File: src/rtl/fetch_unit.sv
// Instruction-fetch stage: owns the PC, issues one imem request at a time and
// presents {pc, instr} through a one-entry valid/ready buffer.
module fetch_unit #(
    parameter logic [31:0] RESET_PC  = 32'h0000_0000,
    parameter bit          WORD_ADDR = 1'b1
) (
    input  logic        clock,
    input  logic        reset,
    output logic        imem_req,
    output logic [31:0] imem_addr,
    input  logic        imem_gnt,
    input  logic        imem_rvalid,
    input  logic [31:0] imem_rdata,
    input  logic        redirect,
    input  logic [31:0] redirect_target,
    output logic        if_valid,
    input  logic        if_ready,
    output logic [31:0] if_pc,
    output logic [31:0] if_instr
);

    typedef enum logic [0:0] {
        StReq,
        StWait
    } state_t;

    state_t      state_q, state_d;
    logic [31:0] pc_q, pc_d;
    logic [31:0] inflight_pc_q, inflight_pc_d;
    logic        drop_q, drop_d;
    logic        if_valid_q, if_valid_d;
    logic [31:0] if_pc_q, if_pc_d;
    logic [31:0] if_instr_q, if_instr_d;

    logic        req_ok;
    logic        issue;
    logic        load;

    // A request only goes out when the buffer can take its response.
    assign req_ok = (state_q == StReq) && (!if_valid_q || if_ready) && !redirect;
    assign issue  = req_ok && imem_gnt;

    always_comb begin
        state_d       = state_q;
        pc_d          = pc_q;
        inflight_pc_d = inflight_pc_q;
        drop_d        = drop_q;
        if_valid_d    = if_valid_q;
        if_pc_d       = if_pc_q;
        if_instr_d    = if_instr_q;
        load          = 1'b0;

        unique case (state_q)
            StReq: begin
                if (issue) begin
                    inflight_pc_d = pc_q;
                    pc_d          = pc_q + 32'd4;
                    state_d       = StWait;
                end
            end
            StWait: begin
                if (imem_rvalid) begin
                    state_d = StReq;
                    drop_d  = 1'b0;
                    load    = !drop_q && !redirect;
                end else if (redirect) begin
                    drop_d = 1'b1;
                end
            end
            default: state_d = StReq;
        endcase

        if (load) begin
            if_valid_d = 1'b1;
            if_pc_d    = inflight_pc_q;
            if_instr_d = imem_rdata;
        end else if (if_valid_q && if_ready) begin
            if_valid_d = 1'b0;
        end

        if (redirect) begin
            pc_d       = redirect_target & 32'hFFFF_FFFC;
            if_valid_d = 1'b0;
        end
    end

    always_ff @(posedge clock) begin
        if (reset) begin
            state_q       <= StReq;
            pc_q          <= RESET_PC;
            inflight_pc_q <= 32'h0;
            drop_q        <= 1'b0;
            if_valid_q    <= 1'b0;
            if_pc_q       <= 32'h0;
            if_instr_q    <= 32'h0;
        end else begin
            state_q       <= state_d;
            pc_q          <= pc_d;
            inflight_pc_q <= inflight_pc_d;
            drop_q        <= drop_d;
            if_valid_q    <= if_valid_d;
            if_pc_q       <= if_pc_d;
            if_instr_q    <= if_instr_d;
        end
    end

    assign imem_req  = req_ok && !reset;
    assign imem_addr = WORD_ADDR ? {2'b00, pc_q[31:2]} : pc_q;
    assign if_valid  = if_valid_q;
    assign if_pc     = reset ? 32'h0 : if_pc_q;
    assign if_instr  = reset ? 32'h0 : if_instr_q;

endmodule

File: config.mk
export PLATFORM = sky130hd
export DESIGN_NAME = fetch_unit
export DESIGN_NICKNAME = d
export VERILOG_FILES = /design/src/rtl/fetch_unit.sv
export SDC_FILE = /design/constraint.sdc
export NUM_CORES = 1
export LEC_CHECK = 0
export CAP_MARGIN = 30
export CORE_MARGIN = 2
export CORE_UTILIZATION = 48
export CTS_BUF_LIST = sky130_fd_sc_hd__clkbuf_4
export CTS_CLUSTER_SIZE = 12
export DETAILED_ROUTE_END_ITERATION = 16
export PLACE_DENSITY = 0.82
export RECOVER_POWER = 100
export SLEW_MARGIN = 20
export SYNTH_ARGS = -nofsm -noshare
export SYNTH_HDL_FRONTEND = slang
export SYNTH_SLANG_ARGS = --single-unit
File: constraint.sdc
create_clock -name clock -period 2.8 [get_ports clock]
set_clock_uncertainty 0.2 [all_clocks]
set_input_delay 0.84 -clock clock [delete_from_list [all_inputs] [get_ports clock]]
set_output_delay 0.84 -clock clock [all_outputs]
set_load 0.02 [all_outputs]
==> impl_metrics.json <==
{
  "antenna_left": 0,
  "gpl.final_weighted_congestion": 0.8614,
  "syn_area_sq_mm": 0.005383,
  "timing.hold.worst.start": "inflight_pc_q[29]$_SDFFE_PP0P_",
  "timing.critical_path.fanout_max": 13,
  "tritoncts_num_sinks": 125,
  "timing.critical_path.to_type": "primary output",
  "critical_path_class": "in -> out",
  "layout_min_cycle_time_ns": 2.767,
  "met2_usage_pct": 41.24,
  "length_of_the_first_detailed_routing_pass_in_iterations": 5,
  "netlist_instances": 695,
  "reported_max_cap_violation_count": 0,
  "antenna_found_initial": 0,
  "setup_ws_ns": 0.03284,
  "worst_setup_hold_path_clk_slew_ns": 0.11,
  "rsz0062_at_grt": "false",
  "drive_gt1_share_pct": 9.039,
  "run_status": "completed",
  "worstReg2RegEnd": "pc_q[26]$_SDFFE_PP0P_",
  "port_buffers": 161,
  "synth_enable_flop_cells": 0,
  "postSynth.asyncResetShare_pct": 0,
  "ys_seq_area_share_pct": 46.49,
  "antenna_cells_inserted": 0,
  "finalSetupViolations": 0,
  "wl_um": 14670,
  "avgViaCountPerCell": 5.253,
  "fin_hold_ws_ns": 0.2453,
  "synth.top_cell.area_share_pct": 46.49,
  "post_drt_wl_per_cell_um": 14.47,
  "filler_cell_count": 915,
  "clk_root_buffer_cell": "sky130_fd_sc_hd__clkbuf_4",
  "rr_worst_depth": 5,
  "top_library_cells_by_usage_in_the_layout_fill_and_taps_aside": "sky130_fd_sc_hd__nand2_1, sky130_fd_sc_hd__dfxtp_1, sky130_fd_sc_hd__a21oi_1, sky130_fd_sc_hd__clkdlybuf4s50_1, sky130_fd_sc_hd__nor2b_1",
  "gr-total-overflow": 0,
  "timing.final.max_slew_violations": 0,
  "period_utilisation_layout_pct": 98.83,
  "cts_tree": "done",
  "std_cell_rows": 38,
  "maximum_number_of_pins_on_one_net_before_global_route_repair": 43,
  "drtIter0Drc": 399,
  "cts_max_level": 4,
  "worst_hold_path.endpoint": "if_pc_q[29]$_SDFFE_PP0P_",
  "worst_ir_drop_vdd_v": 0.0002679,
  "critical_path_arrival_ns": 1.73,
  "hold_violations": 0,
  "critical_path.startpoint_type": "primary input",
  "worst_tran_pin_value_ns": 0.7170,
  "timing.reg2reg.setup_slack_ns": 0.39,
  "total_leakage_power_nw": 2.831,
  "die-area_sq_mm": 0.01208,
  "post-synth-top-area-cell": "sky130_fd_sc_hd__dfxtp_1",
  "timing.slew.headroom_pct": 52.20,
  "synth_top_flop_cell": "sky130_fd_sc_hd__dfxtp_1",
  "synth_cell_types": 41,
  "final_common_cell": "sky130_fd_sc_hd__nand2_1",
  "num_vias": 5327,
  "ys_ff_latch": 125,
  "met1_usage_pct": 29.45,
  "hold_path_class": "reg -> reg",
  "max_clock_freq_mhz": 361.4,
  "grt_pass1_wl_um": 23100,
  "dieHeight_um": 109.9,
  "dp_hpwl_um": 10640,
  "gr-usage-met3_pct": 6.817,
  "num-nets-final": 932,
  "clkLatencyLatePin_ns": 0.52,
  "ios": 168,
  "most_area_consuming_cells_after_synthesis": "sky130_fd_sc_hd__dfxtp_1, sky130_fd_sc_hd__nand2_1, sky130_fd_sc_hd__a21oi_1",
  "syn-mean-instance-area_sq_um": 7.745,
  "core_area_sq_mm": 0.01089,
  "cts.hold.buffers_added": 0,
  "number_of_buffers_created_by_cts": 17,
  "place_worst_setup_slack_ns": -0.4471,
  "via_count_of_the_first_global_routing_pass": 4928,
  "syn2layout_area_growth_pct": 38.03,
  "clock_tree.buffer_depth": 2,
  "track_usage_pct": 24.58,
  "yosys_warnings": 0,
  "die_width_um": 109.9,
  "holdPathStages": 2,
  "worst-endpoint-required_ns": 1.76,
  "r2r_start": "pc_q[9]$_SDFFE_PP0P_",
  "grt_most_used_layer": "met2",
  "route.detailed.drc": 0,
  "power-per-cell-area_mw_per_mm2": 482.6,
  "start_util_pct": 49.44
}
## power breakdown
| group | switching (mW) | internal (mW) | total (mW) | leakage [nW] |
|---|---|---|---|---|
| sequential | 0.0636 | 1.83 | 1.89 | 1.02 |
| clock | 0.652 | 0.612 | 1.26 | 0.146 |
| combinational | 0.218 | 0.211 | 0.429 | 1.67 |
## final cells by class
class	instances	area, sq um	area share, %
inverters	6	22.52	0.3031
well taps	140	175.2	2.358
repair buffers	197	1780	23.96
clock buffers	18	135.1	1.819
flip-flops and latches	125	2504	33.70
clock inverters	14	151.4	2.038
multi-input cells	514	2661	35.82
## worst max-delay path: stages
cell,delay [ns]
sky130_fd_sc_hd__buf_6,0.14
sky130_fd_sc_hd__nor2b_1,0.13
sky130_fd_sc_hd__clkdlybuf4s50_1,0.61
## routing by layer
layer  routed length (um)  vias up  part of all wire (%)
li1                     -     2633                     -
met1                 6166     2458                    42
met2                 6956      210                    47
met3                 1261       26                   8.6
met4                  289        0                   2.0
met5                    0        -                     0
## state kept, by name, indices dropped and copies added, names as in the netlist
register,count
inflight_pc_q,30
if_valid,1
pc_q,30
state_q,1
drop_q,1
if_pc_q,30
if_instr_q,32
## synthesized netlist by cell type (4+ instances only)
master,number
sky130_fd_sc_hd__nor2_1,27
sky130_fd_sc_hd__inv_1,5
sky130_fd_sc_hd__nand4_1,4
sky130_fd_sc_hd__o21ai_0,4
sky130_fd_sc_hd__buf_4,5
sky130_fd_sc_hd__nor4_1,7
sky130_fd_sc_hd__clkbuf_1,47
sky130_fd_sc_hd__a21oi_1,98
sky130_fd_sc_hd__nand3_1,15
sky130_fd_sc_hd__nor3_1,11
sky130_fd_sc_hd__nor2b_1,64
sky130_fd_sc_hd__or3_1,4
sky130_fd_sc_hd__xor2_1,8
sky130_fd_sc_hd__nand2_1,201
sky130_fd_sc_hd__dfxtp_1,125
sky130_fd_sc_hd__a211oi_1,22
sky130_fd_sc_hd__xnor2_1,16
## logic make-up after synthesis
family	after synthesis	share of synthesized area [%]
AND/OR/NAND/NOR	349	30.33
AO/OA/AOI/OAI	136	14.37
XOR/XNOR	24	3.905
adder cells (fa/ha/maj)	1	0.2324
other	1	0.06967
flip-flops	125	46.49
buffers and inverters	59	4.603
## metrics by stage
stage               setup TNS [ns]  power, mW  util, %  area, sq um  instances
floorplan                        0      2.133        -         5400        698
global placement            -7.108      2.369    67.11         7307        982
detailed placement          -7.882      2.380    67.11         7307        982
CTS                      -0.009595      3.632    69.03         7516       1014
global route                     0      3.742    68.24         7430       1014
finish                           0      3.585    68.24         7430       1014
## worst max path at each step
stage                     startpoint       endpoint  cells past startpoint
2_1_floorplan                  reset       imem_req                      3
3_3_place_gp                redirect       imem_req                      3
3_5_place_dp                redirect       imem_req                      3
4_1_cts                     redirect       imem_req                      3
5_1_grt        pc_q[18]$_SDFFE_PP0P_  imem_addr[16]                      1
6_report                       reset   if_instr[22]                      3
## timing repair
| action | CTS | global route |
|---|---|---|
| setup endpoints to repair | 59 | 6 |
| pin swaps | 0 | 1 |
| gates resized for setup | 63 | 7 |
| setup buffers | 0 | 0 |
Note: power is estimated with default switching activity, not from simulation.
